[src/rtl/line_buffer_ctrl.sv]
// line_buffer_ctrl: sequences a single-port line memory as a two-line circular pixel
// history and emits 3-row pixel columns over a valid/ready handshake.
module line_buffer_ctrl #(
    parameter int DATA_W   = 32,
    parameter int ADDR_W   = 7,
    parameter int DEPTH    = 72,
    parameter int LINE_LEN = 36
) (
    input  logic              clk,
    input  logic              rst,
    input  logic              frame_start,
    input  logic              in_valid,
    output logic              in_ready,
    input  logic [DATA_W-1:0] in_data,
    output logic              out_valid,
    input  logic              out_ready,
    output logic [DATA_W-1:0] out_row0,
    output logic [DATA_W-1:0] out_row1,
    output logic [DATA_W-1:0] out_row2,
    output logic              out_primed,
    output logic              mem_write_en,
    output logic [ADDR_W-1:0] mem_addr,
    output logic [DATA_W-1:0] mem_wr_data,
    input  logic [DATA_W-1:0] mem_rd_data
);
    localparam int FILL_W = $clog2(2 * LINE_LEN + 1);
    localparam logic [ADDR_W-1:0] DEPTH_A = ADDR_W'(DEPTH);
    localparam logic [ADDR_W-1:0] LAST    = ADDR_W'(DEPTH - 1);
    localparam logic [ADDR_W-1:0] OFF1    = ADDR_W'(LINE_LEN);
    localparam logic [ADDR_W-1:0] OFF2    = ADDR_W'((2 * LINE_LEN) % DEPTH);
    localparam logic [FILL_W-1:0] HALF    = FILL_W'(LINE_LEN);
    localparam logic [FILL_W-1:0] FULL    = FILL_W'(2 * LINE_LEN);

    typedef enum logic [2:0] {S_IDLE, S_RD1, S_RD2, S_WR, S_OUT} state_t;

    state_t            r_state, w_next;
    logic [ADDR_W-1:0] r_wr_ptr, w_a1, w_a2;
    logic [FILL_W-1:0] r_fill;
    logic              r_pending_clear, w_clear, w_accept;
    logic [DATA_W-1:0] r_data, r_row1, r_row2;
    logic              r_primed;

    // modular subtraction; DEPTH_A may wrap to 0 when DEPTH == 2**ADDR_W, which stays correct mod 2**ADDR_W
    assign w_a1 = (r_wr_ptr >= OFF1) ? r_wr_ptr - OFF1 : r_wr_ptr + DEPTH_A - OFF1;
    assign w_a2 = (r_wr_ptr >= OFF2) ? r_wr_ptr - OFF2 : r_wr_ptr + DEPTH_A - OFF2;

    assign w_clear    = (r_state == S_IDLE) && (frame_start || r_pending_clear);
    assign in_ready   = (r_state == S_IDLE) && !rst && !frame_start && !r_pending_clear;
    assign w_accept   = in_valid && in_ready;
    assign out_valid  = (r_state == S_OUT);
    assign out_row0   = r_data;
    assign out_row1   = r_row1;
    assign out_row2   = r_row2;
    assign out_primed = r_primed;

    always_ff @(posedge clk or posedge rst) begin
        if (rst) r_state <= S_IDLE;
        else     r_state <= w_next;
    end

    always_comb begin
        w_next       = r_state;
        mem_addr     = '0;
        mem_write_en = 1'b0;
        mem_wr_data  = '0;
        unique case (r_state)
            S_IDLE: w_next = w_accept ? S_RD1 : S_IDLE;
            S_RD1: begin
                mem_addr = w_a1;
                w_next   = S_RD2;
            end
            S_RD2: begin
                mem_addr = w_a2;
                w_next   = S_WR;
            end
            S_WR: begin
                mem_addr     = r_wr_ptr;
                mem_write_en = 1'b1;
                mem_wr_data  = r_data;
                w_next       = S_OUT;
            end
            S_OUT:   w_next = out_ready ? S_IDLE : S_OUT;
            default: w_next = S_IDLE;
        endcase
    end

    // taps are captured one cycle after their address is presented
    always_ff @(posedge clk or posedge rst) begin
        if (rst) begin
            r_wr_ptr        <= '0;
            r_fill          <= '0;
            r_pending_clear <= 1'b0;
            r_data          <= '0;
            r_row1          <= '0;
            r_row2          <= '0;
            r_primed        <= 1'b0;
        end else begin
            if (w_accept) r_data <= in_data;
            if (r_state == S_RD2) r_row1 <= (r_fill >= HALF) ? mem_rd_data : '0;
            if (r_state == S_WR) begin
                r_row2   <= (r_fill >= FULL) ? mem_rd_data : '0;
                r_primed <= (r_fill >= FULL);
                r_wr_ptr <= (r_wr_ptr == LAST) ? '0 : r_wr_ptr + 1'b1;
                r_fill   <= (r_fill == FULL) ? r_fill : r_fill + 1'b1;
            end
            if (w_clear) begin
                r_wr_ptr        <= '0;
                r_fill          <= '0;
                r_pending_clear <= 1'b0;
            end else if (frame_start && r_state != S_IDLE) begin
                r_pending_clear <= 1'b1;
            end
        end
    end
endmodule

[config.mk]
export PLATFORM = sky130hd
export DESIGN_NAME = line_buffer_ctrl
export DESIGN_NICKNAME = d
export VERILOG_FILES = /design/src/rtl/line_buffer_ctrl.sv
export SDC_FILE = /design/constraint.sdc
export NUM_CORES = 1
export LEC_CHECK = 0
export BUFFER_PORTS_ARGS = -buffer_cell sky130_fd_sc_hd__buf_2
export CAP_MARGIN = 20
export CORE_AREA = 2 2 116 118
export DETAILED_ROUTE_END_ITERATION = 16
export DIE_AREA = 0 0 118 120
export GPL_ROUTABILITY_DRIVEN = 0
export HOLD_SLACK_MARGIN = 0.1
export PLACE_DENSITY = 0.68
export SLEW_MARGIN = 20
export SYNTH_ARGS = -nofsm -noshare
export SYNTH_HDL_FRONTEND = slang
export SYNTH_SLANG_ARGS = --single-unit
[constraint.sdc]
create_clock -name clk -period 4.25 [get_ports clk]
set_input_delay 0.425 -clock clk [delete_from_list [all_inputs] [get_ports clk]]
set_output_delay 0.425 -clock clk [all_outputs]
set_load 0.005 [all_outputs]
==> metrics.yaml <==
outcome:
  status: "finished clean"
clock_tree:
  clk_latency_ns: 0.41
  clkSlewWorstSetupHoldPaths_ns: 0.05
  htreeDepth: 4
  clockBufferDepth: 2
  numCtsBuffers: 17
  ctsHoldBuffers: 0
  cts_setup_buffers: 0
  ctsRootBufferMaster: "clkbuf_16"
  post_cts_resize_count: 0
  cts_tree: "yes"
  clock-sinks: 115
final_layout:
  n_antenna_cell: 0
  ff_latch_area_um2: 2880
  fin_util_pct: 53.4
  fill_cells: 1179
  layout-drive-gt1-share_pct: 45.9
  synthToLayoutAreaGrowth_pct: 35.9
  multi_input_area_um2: 2070
  fin_nets: 685
die:
  initial_core_util_pct: 39.3
  die_area_um2: 14200
  boundaryPins: 208
  fp-row-count: 42
  dieWidth_um: 118
  coreArea_um2: 13000
  die_h_um: 120
drt:
  vias_per_cell: 4.93
  dr.pass1.iters: 4
  ant_nets: 0
  routedWlPerCell_um: 15.7
  drt-total-wl_um: 12400
  drt-initial-drc-count: 138
  remaining_drc_errors: 0
  vias: 3909
setup_path:
  rrSetupSlack_ns: 1.86
  cp_top_family: "compound AO/OA/AOI/OAI gates"
  cp.required_ns: 3.83
  end_kind: "primary output"
  cp_max_fo: 9
  cpMaxStageDelayCell: "dfrtp_1"
  crit_arrival_ns: 2.73
  cp_num_buf_inv: 2
  cp-start-kind: "register"
  r2r-end: "out_row0[24]$_DFFE_PP0P_"
  crit_type: "reg -> out"
  r2r_cells: 4
  crit_path_max_incr_delay_ns: 0.49
  rr_startpoint: "r_state[2]$_DFF_PP0_"
  path_cells: "inv_1 > ha_1 > a21bo_2 > a221oi_2 > a21boi_2 > a2111oi_0 > a221o_1 > buf_2"
sta:
  max_freq_ghz: 0.317
  relSlewSlack_pct: 31.6
  rsz0062_at_grt: "no"
  hold_viol_final: 0
  tightest_slew_ns: 1.02
  fin_crit_ns: 3.16
  final_max_slew_viol_count: 0
  fin_tns_setup_ns: 0
  finalSetupViolations: 0
  setup_ws_ns: 1.09
  skew_ns: 0.00937
  period_share_pct: 74.3
logic_synthesis:
  ys_warn_count: 0
  synth.avg_cell_area_um2: 12.9
  synth_mux_area_share_pct: 9.20
  yosys.area_share.adder_pct: 2.70
  ys_seq_area_share_pct: 56.4
  yosys.area_share.simple_pct: 11.0
  synth-compound-area-share_pct: 15.6
  synth_nets: 477
  synth_xor_area_share_pct: 2.06
  ys_types: 47
  synthCells: 397
  synth_top_family_by_area: "compound AO/OA/AOI/OAI gates"
  ys_ff_latch: 115
  synthesis.area_um2: 5100
flow_run:
  maxCapViolCount: 0
global_route:
  antenna_found_initial: 0
  grt_pass1_vias: 4121
  grtUsageTotal_pct: 18.4
  grt_pass1_wl_um: 20700
  overflow: 0
  grt_max_degree: 87
placement:
  place_hpwl_um: 8430
  pre_cts_ws_ns: 1.54
  port_buffers: 207
min_path:
  hold_class: "in -> async"
power:
  power_density_nw_per_um2: 562
  p_leak_nw: 3.86
  ir_worst_vdd_uv: 297
worst reg2reg max path: stages, from the launching register on:
cell and delay (ns):
dfrtp_1 0.48, or3_4 0.46, nor4_4 0.18, nand2_2 0.61, mux2_4 0.55
final cells by class:
type	instances	area share, %
timing repair buffer	212	15.5
inverter	10	0.613
tap	176	3.18
clock buffer	22	6.84
multi-input combinational	249	29.9
sequential	115	41.5
clock inverter	9	2.54
flip-flops by register name, summed over array words and instances, names as in the netlist:
register and flops:
out_row1 32, r_fill 7, r_wr_ptr 7, out_primed 1, out_row2 32, r_state 3, out_row0 32, r_pending_clear 1
placed cells by master, fill, tap and decap left out, types with 3 or more instances in the layout:
cell and count:
nand4_1 3, xnor2_1 7, mux2_2 3, clkbuf_8 3
nand3b_1 3, inv_1 9, a22o_1 64, buf_4 5
nand2_1 16, bufinv_16 5, nand2b_1 3, buf_2 207
nand4b_1 3, clkbuf_16 17, dfrtp_1 115, ha_1 11
o21ai_0 9, mux2_4 29, a21oi_1 6, xor2_1 5
and2_1 32, nor2_1 17
logic make-up after synthesis:
logic type	Yosys count
DFF	115
AOI/OAI and AO/OA	97
and+or+nand+nor	97
buffers and inverters	33
muxes	32
xor gates and xnor gates	12
adders and majority gates	11
report_power, final:
| part | total (mW) | switching (mW) | leakage (nW) | internal (mW) |
|---|---|---|---|---|
| combinational | 0.891 | 0.427 | 2.00 | 0.464 |
| clock | 1.57 | 0.484 | 0.316 | 1.08 |
| sequential | 1.44 | 0.159 | 1.54 | 1.28 |
| total | 3.90 | 1.07 | 3.86 | 2.83 |
metrics by stage:
stage / hold slack, ns / instance area, um2 / cells / power [mW]
after floorplan: 0.474 / 5100 / 397 / 1.98
after global placement: 0.460 / 6280 / 762 / 2.33
after detailed placement: 0.465 / 6280 / 762 / 2.36
after CTS: 0.185 / 6930 / 793 / 3.94
after global routing: 0.206 / 6940 / 793 / 4.10
final: 0.182 / 6940 / 793 / 3.90
cells in the mapped netlist (all sizes together):
| library cell | n | area share [%] |
|---|---|---|
| a41oi | 2 | 0.34 |
| nand4b | 3 | 0.52 |
| nor3b | 3 | 0.54 |
| nand2 | 17 | 1.3 |
| a21boi | 2 | 0.37 |
| o31ai | 1 | 0.15 |
| nor4 | 1 | 0.42 |
| nand3b | 3 | 0.44 |
| and2 | 32 | 3.9 |
| xnor2 | 7 | 1.2 |
| clkbuf | 12 | 0.88 |
| nand3 | 2 | 0.20 |
| nand4 | 3 | 0.37 |
| a32o | 1 | 0.20 |
| mux2 | 32 | 9.2 |
| a21bo | 1 | 0.20 |
| nor2b | 2 | 0.25 |
| a21oi | 6 | 0.59 |
| or3 | 3 | 0.47 |
| a22o | 64 | 11 |
| o22ai | 1 | 0.12 |
| nor3 | 2 | 0.20 |
| o21ai | 9 | 0.88 |
| nand2b | 3 | 0.37 |
| dfrtp | 115 | 56 |
| ha | 11 | 2.7 |
| a2111oi | 2 | 0.34 |
| a221oi | 1 | 0.29 |
| a22oi | 1 | 0.15 |
| o21a | 2 | 0.29 |
| or2 | 1 | 0.12 |
| a21o | 2 | 0.29 |
| o311a | 1 | 0.20 |
| and3 | 2 | 0.25 |
| nor2 | 18 | 1.3 |
| and2b | 1 | 0.15 |
| xor2 | 5 | 0.86 |
| buf | 11 | 1.4 |
| a221o | 1 | 0.20 |
| inv | 10 | 0.74 |
| nor4b | 1 | 0.17 |
routing by layer:
metal	vias up	track usage [%]	part of all wire, %
met5	-	0	0
met4	0	6.85	1.4
met3	15	6.89	6.4
met2	119	29.3	49
met1	1934	22.9	43
li1	1841	-	-
worst max path at each step:
stage	from	endpoint	slack, ns	cells past startpoint
after floorplan	rst	out_primed$_DFFE_PP0N_	0.78	1
after global placement	r_wr_ptr[3]$_DFFE_PP0P_	mem_addr[6]	1.65	8
after detailed placement	r_wr_ptr[3]$_DFFE_PP0P_	mem_addr[6]	1.54	8
after CTS	r_wr_ptr[3]$_DFFE_PP0P_	mem_addr[6]	1.09	8
after global routing	r_wr_ptr[3]$_DFFE_PP0P_	mem_addr[6]	0.87	8
final	r_wr_ptr[3]$_DFFE_PP0P_	mem_addr[6]	1.09	8
Power figures use the tool's default switching activity.
